[src/rtl/alm_eval_pkg.sv]
// Shared types and helpers for the ALM error-statistics stage.
package alm_eval_pkg;

  typedef enum logic [1:0] {IDLE, RUN, DRAIN, DONE} state_e;

  localparam int DWIDTH_DEF = 16;
  localparam int PROD_W     = 2*DWIDTH_DEF;
  localparam int ED_W       = PROD_W + 1;
  localparam int ACC_MAX_W  = 64;

  // Unsigned add clamped at lim; lim carries the real accumulator width.
  function automatic logic [ACC_MAX_W-1:0] sat_add(input logic [ACC_MAX_W-1:0] acc,
                                                   input logic [ACC_MAX_W-1:0] inc,
                                                   input logic [ACC_MAX_W-1:0] lim);
    logic [ACC_MAX_W:0] s;
    s = {1'b0, acc} + {1'b0, inc};
    return (s > {1'b0, lim}) ? lim : s[ACC_MAX_W-1:0];
  endfunction

endpackage

[src/rtl/alm_err_dist.sv]
// Two-stage datapath: S1 exact product, S2 error distance |z - a*b| and |a*b|.
module alm_err_dist
  import alm_eval_pkg::*;
#(
  parameter int DWIDTH = 16
) (
  input  logic                       clk_i,
  input  logic                       rst_i,
  input  logic                       vld_i,
  input  logic signed [DWIDTH-1:0]   a_i,
  input  logic signed [DWIDTH-1:0]   b_i,
  input  logic signed [2*DWIDTH-1:0] z_i,
  output logic [2:1]                 vld_o,
  output logic [2*DWIDTH:0]          ed_o,
  output logic [2*DWIDTH-1:0]        abs_exact_o
);
  localparam int PW = 2*DWIDTH;

  logic [2:1]           vld_pipe_q;
  logic signed [PW-1:0] z_q, exact_q;
  logic [PW:0]          diff, ed_d, ed_q;
  logic [PW-1:0]        abs_d, abs_q;

  // One extra bit so the worst case (-2^31 - 2^30) does not overflow.
  assign diff  = {z_q[PW-1], z_q} - {exact_q[PW-1], exact_q};
  assign ed_d  = diff[PW] ? (~diff + 1'b1) : diff;
  assign abs_d = exact_q[PW-1] ? (~exact_q + 1'b1) : exact_q;

  always_ff @(posedge clk_i or posedge rst_i) begin
    if (rst_i) begin
      vld_pipe_q <= '0;
      z_q        <= '0;
      exact_q    <= '0;
      ed_q       <= '0;
      abs_q      <= '0;
    end else begin
      vld_pipe_q <= {vld_pipe_q[1], vld_i};
      if (vld_i) begin
        z_q     <= z_i;
        exact_q <= PW'(a_i) * PW'(b_i);
      end
      if (vld_pipe_q[1]) begin
        ed_q  <= ed_d;
        abs_q <= abs_d;
      end
    end
  end

  assign vld_o       = vld_pipe_q;
  assign ed_o        = ed_q;
  assign abs_exact_o = abs_q;

endmodule

[src/rtl/alm_error_accumulator.sv]
// Run controller and saturating statistics accumulators behind alm_err_dist.
module alm_error_accumulator
  import alm_eval_pkg::*;
#(
  parameter int DWIDTH    = 16,
  parameter int ACC_WIDTH = 64,
  parameter int CNT_WIDTH = 32
) (
  input  logic                       i_clk,
  input  logic                       i_rst,
  input  logic                       i_start,
  input  logic [CNT_WIDTH-1:0]       i_num_samples,
  input  logic                       i_valid,
  output logic                       o_ready,
  input  logic signed [DWIDTH-1:0]   i_a,
  input  logic signed [DWIDTH-1:0]   i_b,
  input  logic signed [2*DWIDTH-1:0] i_z,
  output logic                       o_busy,
  output logic                       o_done,
  output logic [ACC_WIDTH-1:0]       o_sum_ed,
  output logic [2*DWIDTH:0]          o_max_ed,
  output logic [CNT_WIDTH-1:0]       o_err_cnt,
  output logic [ACC_WIDTH-1:0]       o_sum_exact,
  output logic [CNT_WIDTH-1:0]       o_sample_cnt
);
  localparam int PW = 2*DWIDTH;
  localparam logic [ACC_MAX_W-1:0] ACC_LIM = ACC_MAX_W'({ACC_WIDTH{1'b1}});

  state_e               state_q, state_d;
  logic [CNT_WIDTH-1:0] n_q, n_d, issued_q, issued_d;
  logic [ACC_WIDTH-1:0] sum_ed_q, sum_ed_d, sum_ex_q, sum_ex_d;
  logic [PW:0]          max_ed_q, max_ed_d;
  logic [CNT_WIDTH-1:0] err_q, err_d, scnt_q, scnt_d;
  logic                 accept, clr;
  logic [2:1]           vld;
  logic [PW:0]          ed;
  logic [PW-1:0]        abs_ex;

  assign o_ready = (state_q == RUN) && (issued_q < n_q);
  assign accept  = i_valid && o_ready;

  alm_err_dist #(.DWIDTH(DWIDTH)) u_dist (
    .clk_i(i_clk), .rst_i(i_rst), .vld_i(accept),
    .a_i(i_a), .b_i(i_b), .z_i(i_z),
    .vld_o(vld), .ed_o(ed), .abs_exact_o(abs_ex)
  );

  always_comb begin
    state_d  = state_q;
    n_d      = n_q;
    issued_d = issued_q;
    clr      = 1'b0;
    case (state_q)
      IDLE, DONE: if (i_start) begin
        n_d      = i_num_samples;
        issued_d = '0;
        clr      = 1'b1;
        state_d  = (i_num_samples == '0) ? DONE : RUN;
      end
      RUN: if (accept) begin
        issued_d = issued_q + CNT_WIDTH'(1);
        if (issued_d == n_q) state_d = DRAIN;
      end
      DRAIN: if (vld == '0) state_d = DONE;
      default: state_d = IDLE;
    endcase
  end

  // Clear and retire never coincide: start is only taken with the pipe empty.
  always_comb begin
    sum_ed_d = sum_ed_q;
    sum_ex_d = sum_ex_q;
    max_ed_d = max_ed_q;
    err_d    = err_q;
    scnt_d   = scnt_q;
    if (clr) begin
      sum_ed_d = '0;
      sum_ex_d = '0;
      max_ed_d = '0;
      err_d    = '0;
      scnt_d   = '0;
    end else if (vld[2]) begin
      sum_ed_d = ACC_WIDTH'(sat_add(ACC_MAX_W'(sum_ed_q), ACC_MAX_W'(ed), ACC_LIM));
      sum_ex_d = ACC_WIDTH'(sat_add(ACC_MAX_W'(sum_ex_q), ACC_MAX_W'(abs_ex), ACC_LIM));
      if (ed > max_ed_q) max_ed_d = ed;
      if (ed != '0) err_d = err_q + CNT_WIDTH'(1);
      scnt_d = scnt_q + CNT_WIDTH'(1);
    end
  end

  always_ff @(posedge i_clk or posedge i_rst) begin
    if (i_rst) begin
      state_q  <= IDLE;
      n_q      <= '0;
      issued_q <= '0;
      sum_ed_q <= '0;
      sum_ex_q <= '0;
      max_ed_q <= '0;
      err_q    <= '0;
      scnt_q   <= '0;
    end else begin
      state_q  <= state_d;
      n_q      <= n_d;
      issued_q <= issued_d;
      sum_ed_q <= sum_ed_d;
      sum_ex_q <= sum_ex_d;
      max_ed_q <= max_ed_d;
      err_q    <= err_d;
      scnt_q   <= scnt_d;
    end
  end

  assign o_busy       = (state_q == RUN) || (state_q == DRAIN);
  assign o_done       = (state_q == DONE);
  assign o_sum_ed     = sum_ed_q;
  assign o_max_ed     = max_ed_q;
  assign o_err_cnt    = err_q;
  assign o_sum_exact  = sum_ex_q;
  assign o_sample_cnt = scnt_q;

endmodule
[config.mk]
export PLATFORM = sky130hd
export DESIGN_NAME = alm_error_accumulator
export DESIGN_NICKNAME = d
export VERILOG_FILES = /design/src/rtl/alm_eval_pkg.sv /design/src/rtl/alm_err_dist.sv /design/src/rtl/alm_error_accumulator.sv
export SDC_FILE = /design/constraint.sdc
export NUM_CORES = 2
export LEC_CHECK = 0
export BUFFER_PORTS_ARGS = -buffer_cell sky130_fd_sc_hd__clkbuf_2
export CAP_MARGIN = 10
export CORE_MARGIN = 3
export CORE_UTILIZATION = 40
export DETAILED_ROUTE_END_ITERATION = 8
export GPL_TIMING_DRIVEN = 0
export SETUP_SLACK_MARGIN = 0.2
export SLEW_MARGIN = 20
export SYNTH_ARGS = -nofsm -noshare
export SYNTH_HDL_FRONTEND = slang
export SYNTH_SLANG_ARGS = --single-unit
[constraint.sdc]
create_clock -name i_clk -period 18.91 [get_ports i_clk]
set_input_delay 2.8365 -clock i_clk [delete_from_list [all_inputs] [get_ports i_clk]]
set_output_delay 2.8365 -clock i_clk [all_outputs]
set_load 0.01 [all_outputs]
# Yosys cells after proc, flatten, opt, wreduce, memory -nomap -nowiden
# Cells that the tools add are included.
dict set report classes {
  n_addsub 8
  mul 1
  order_cmp 4
  n_eq_ne 8
  mux 27
  bitwise 2
  reduce_logical 17
}
# op n
set ops {}
lappend ops {{$mux W64} 6}
lappend ops {{$mux W32} 8}
lappend ops {{$mux W33} 4}
lappend ops {{$gt A65 B64 Y1 const B} 2}
lappend ops {{$add A32 B1 Y32 const B} 4}
lappend ops {{$add A64 B32 Y65} 1}
lappend ops {{$add A64 B33 Y65} 1}
lappend ops {{$pmux W32 S2} 1}
lappend ops {{$add A33 B1 Y33 const B} 1}
lappend ops {{$gt A33 B33 Y1} 1}
lappend ops {{$not A33 Y33} 1}
lappend ops {{$reduce_bool A33 Y1} 1}
lappend ops {{$sub A32 B32 Y33} 1}
lappend ops {{$eq A32 B32 Y1} 1}
lappend ops {{$logic_not A32 Y1} 1}
lappend ops {{$lt A32 B32 Y1} 1}
lappend ops {{$mul A16 B16 Y32} 1}
lappend ops {{$not A32 Y32} 1}
lappend ops {{$mux W2} 5}
lappend ops {{$reduce_bool A2 Y1} 4}
lappend ops {{$pmux W2 S3} 1}
lappend ops {{$reduce_and A2 Y1} 3}
lappend ops {{$eq A2 B2 Y1 const B} 2}
lappend ops {{$logic_not A2 Y1} 2}
lappend ops {{other kinds (9)} 13}
dict set report word_totals {
  reg_bits 422
  inputBits 100
  out_inout_bits 228
  wordCells 80
}

# Logic depth before layout (Yosys ltp)
dict set report depth {
  word_depth 5
  ltp_mapped 25
  mapped_depth_nobuf 24
}

# Modules after synthesis
# Synthesis repeated with hierarchy kept, for this count alone.
dict set report unflattened {
  cells_unflattened 4239
  hier_area_um2 37499.7
}
# mod instances cells_each area_each_um2 seq_area_each_um2
set by_module_without_submodules {}
lappend by_module_without_submodules {alm_error_accumulator 1 2260 19498.7 7282.0}
lappend by_module_without_submodules {alm_err_dist 1 1979 18001.0 3278.1}

# Least setup slack after synthesis
# OpenSTA, ideal clock, no wires.
dict set report synth_path {
  kind {in2reg}
  startpoint {in i_b[15]}
  endpoint {reg u_dist.exact_q[30]}
  setup_time_ns 0.129
  t_arrival_ns 8.800
  required_time_ns 18.781
  path_slack_ns 9.982
  cell_stages 22
  n_path_buf 1
  cell_sequence {inv_1 -> clkbuf_1 -> nor2_1 -> fa_1 -> fa_1 -> fa_1 -> fa_1 -> fa_1 -> inv_1 -> fa_1 -> inv_1 -> ha_1 -> a21o_1 -> a21o_1 -> a21o_1 -> a21o_1 -> a21oi_1 -> o21ai_0 -> a211o_1 -> a2111oi_0 -> nor3_1 -> nand3b_1}
}
dict set report synth_via {
  elab_chain_len 1
}
# item line
set synth_rtl {}
lappend synth_rtl {{from (decl)} alm_error_accumulator.sv:16} ;# input logic signed [DWIDTH-1:0] i_b,
lappend synth_rtl {{$mul A16 B16 Y32} alm_err_dist.sv:40} ;# exact_q <= PW'(a_i) * PW'(b_i);
lappend synth_rtl {{to (signal assigned)} alm_err_dist.sv:40}
lappend synth_rtl {{to (decl)} alm_err_dist.sv:20} ;# logic signed [PW-1:0] z_q, exact_q;
# No other way between the ends.
# A chain may end at the register's enable or synchronous reset.

# Worst setup path in the final report
dict set report layout_path {
  startpoint {in i_a[5]}
  endpoint {reg u_dist.exact_q[30]}
}
dict set report layout_via {
  elab_chain_len 1
}
# item line
set layout_rtl {}
lappend layout_rtl {{from (decl)} alm_error_accumulator.sv:15} ;# input logic signed [DWIDTH-1:0] i_a,
lappend layout_rtl {{$mul A16 B16 Y32} alm_err_dist.sv:40}
# No other way between the ends.

==> reports/summary.txt <==
outcome - finished, final reports clean
TNS Setup - 0 ps
mux cell area share after synthesis - 0.0144
post-cts sizing count - 0
Initial Utilization - 0.408
Final Hold Viols - 0
Synth Register Bits - 422
I/O pins - 328
CP max stage cell - fa_1
vias per std cell - 5.46
clock buffer depth - 3
Mapped Cells - 4,379
hold-fix buffers at CTS - 0
critical path peak fanout - 10
filler instances - 9,165
Async SR Flop Fraction - 1.00
post-synth top area share - 0.280
Worst path max stage delay - 570 ps
RSZ-0062 raised after global routing - false
Yosys warnings - 0
CP endpoint kind - flip-flop
Worst Path Buf+Inv - 7
Synth Area in Compound Gates - 0.168
sw power - 4260 uW
Post-Syn Nets - 4,997
# rows - 111
clock latency on the worst-skew pair - 600 ps
drt first-iter violations - 2,616
clock period minus worst slack - 9540 ps
crit-path leading delay family - adder cells
largest net degree at the start of global routing - 105
GRT overflow - 0
Sink Count - 422
commonest non-fill, non-tap cell in the layout - nand2_1
Cell Int Power - 4380 uW
top cells by area, synth - dfrtp_1 28%, fa_1 14%, ha_1 8.4%
P per Cell Area - 202 mW/mm^2
share of layout cells above drive strength 1 - 0.0978
Clk pwr share - 0.120
Comb power frac - 0.704
TritonCTS clock tree - yes
Die Y - 313 um
maximum VDD drop - 0.184 mV
post-route ant nets - 0
CP Data Required Time - 19,370 ps
Ant. Diodes - 0
Final period util - 0.504
critical path class - in2reg
DP HPWL - 96,700 um
met3 GRT Util - 0.0332
GR met1 Demand/Resource - 0.338
Routability Congestion - 0.962
Worst Clk Skew - 20.5 ps
Avg Inst Size Synth - 8.61 sq um
CP dominant cell by count - fa_1
Worst-Margin Slew - 946 ps
die area - 0.0980 sq mm
number of global-route vias before repair - 32,649
Synth Area in Simple Gates - 0.184
NumNets Final - 5,376
first drt pass iteration count - 8
HP Class - reg2reg
Synth Area in XOR/XNOR - 0.0618
crit path DAT - 10,000 ps
clock-pin slew on the worst setup and hold paths - 60 ps
Primary FF master, synth - dfrtp_1
Setup crit start kind - input pin
met2 Use GR - 0.387
register area share after synthesis - 0.280
Yosys cell types - 89
routed len/inst - 19.9 um
P&R area growth vs syn - 13.3%
WL final - 120,000 um
chip width - 313 um
CTS H-tree depth - 2
main combinational cell family by area after synthesis - adder cells
Leakage Power - 0.0202 uW
highest attainable clock frequency - 105 MHz
Max-slew headroom - 0.363
Switching Share - 0.493
EDFF count, synth - 0
dominant cell type by area after synthesis - dfrtp_1
Post-Synth Adder-Cell Area - 0.225
Core ar. - 0.0925 sq mm
first-pass GRT wire length - 190,000 um
CTS buffer count - 46
sequential share of power - 0.176
fin. max-slew vios - 0
Setup violations, final - 0
Post-CTS Setup Inserts - 0
mapped cell area - 0.0377 sq mm
Clock Root Buffer - clkbuf_16
fin worst setup slack - 9370 ps
max_cap viols - 0
initial antenna violation count - 1
Tot GR Track Use - 0.243
busiest grt layer - met2
pre-CTS setup slack - 8800 ps
IO buf count - 327
most frequent cells in the layout - 514 x nand2_1, 483 x inv_1, 422 x dfrtp_1
Via Count - 32,966
Residual DRC - 0
==> cell families after synthesis <==
kind of cell,count (synthesis)
XOR/XNOR,266
adder cells (fa/ha/maj),518
buffers and inverters,672
multiplexers,53
AND/OR/NAND/NOR,1436
flip-flops,422
AO/OA/AOI/OAI,1012
==> worst register-to-register path, stage by stage (launching register included) <==
cell       delay [ps]
dfrtp_1           430
inv_1             120
ha_1              330
a21o_1            170
a21o_1            170
a21oi_1           140
o21a_1            140
nor2_1             50
a2111oi_0         670
nand3_1           440
inv_2             290
clkbuf_1          640
clkbuf_1          580
nand3_1           300
o21ai_0           140
==> metrics by stage <==
step / hold slack (ps) / utilization / instance area [sq um] / total power (uW) / cells
5_1_grt: 509 / 0.462 / 42700 / 9590 / 6037
3_5_place_dp: 473 / 0.443 / 41000 / 7580 / 5953
6_report: 479 / 0.462 / 42700 / 8640 / 6037
2_1_floorplan: 423 / - / 37700 / 6040 / 4379
4_1_cts: 487 / 0.462 / 42700 / 8670 / 6037
3_3_place_gp: 465 / 0.442 / 40900 / 7510 / 5949
==> registers in the layout, summed over array words and instances (netlist names), 33 cells and up <==
name,count
o_sum_exact,64
u_dist.ed_o,33
o_sum_ed,64
o_max_ed,33
==> final cells by class <==
type | count | area (sq um) | share of cell area
inverter | 485 | 1830 | 0.0428
clock inverter | 23 | 398 | 0.00931
sequential | 422 | 10600 | 0.247
clock buffer | 61 | 1320 | 0.0309
buffer | 187 | 708 | 0.0166
multi-input combinational | 3285 | 24600 | 0.576
tap | 1243 | 1560 | 0.0364
timing repair buffer | 331 | 1750 | 0.0409
==> synth_stat cells (all sizes together) (10+ instances only) <==
master / n
a211oi: 27
a21o: 82
a21oi: 267
a311oi: 20
a31o: 13
a31oi: 91
a41oi: 13
and2: 155
and3: 61
and4: 21
buf: 14
clkbuf: 173
dfrtp: 422
fa: 265
ha: 253
inv: 485
mux2: 11
mux2i: 42
nand2: 514
nand2b: 39
nand3: 85
nand4: 63
nor2: 278
nor2b: 29
nor3: 84
nor4: 42
o2111ai: 11
o211ai: 13
o21a: 43
o21ai: 292
o21bai: 23
o31ai: 29
o41ai: 16
or2: 10
or3: 25
xnor2: 151
xor2: 115
==> layer usage <==
metal  part of all wire  vias up  routed length, um
li1                   -    15731                  -
met1               0.45    16103              54200
met2               0.45      967              54000
met3              0.061      165               7360
met4              0.039        0               4710
met5                  0        -                  0
==> worst paths after layout <==
kind                               startpoint            endpoint  slack, ps  cells after the start
worst min register to register  u_dist.z_q[5]       u_dist.z_q[5]        480                      2
worst max-delay path                   i_a[5]  u_dist.exact_q[30]       9370                     25
worst min-delay path            u_dist.z_q[5]       u_dist.z_q[5]        480                      2
worst max register to register        n_q[25]   u_dist.exact_q[0]      14260                     14
min in group asynchronous               i_rst         o_sum_ed[9]       2310                      2
max in group asynchronous               i_rst         issued_q[8]      15610                      3
==> power by group through the flow <==
stage	logic (uW)	registers, uW	clock network, uW
floorplan	4570	1470	0
global placement	5980	1530	0
detailed placement	6050	1530	0
CTS	6090	1510	1060
global route	6940	1560	1090
finish	6080	1520	1040
Note: power is estimated with default switching activity, not from simulation.
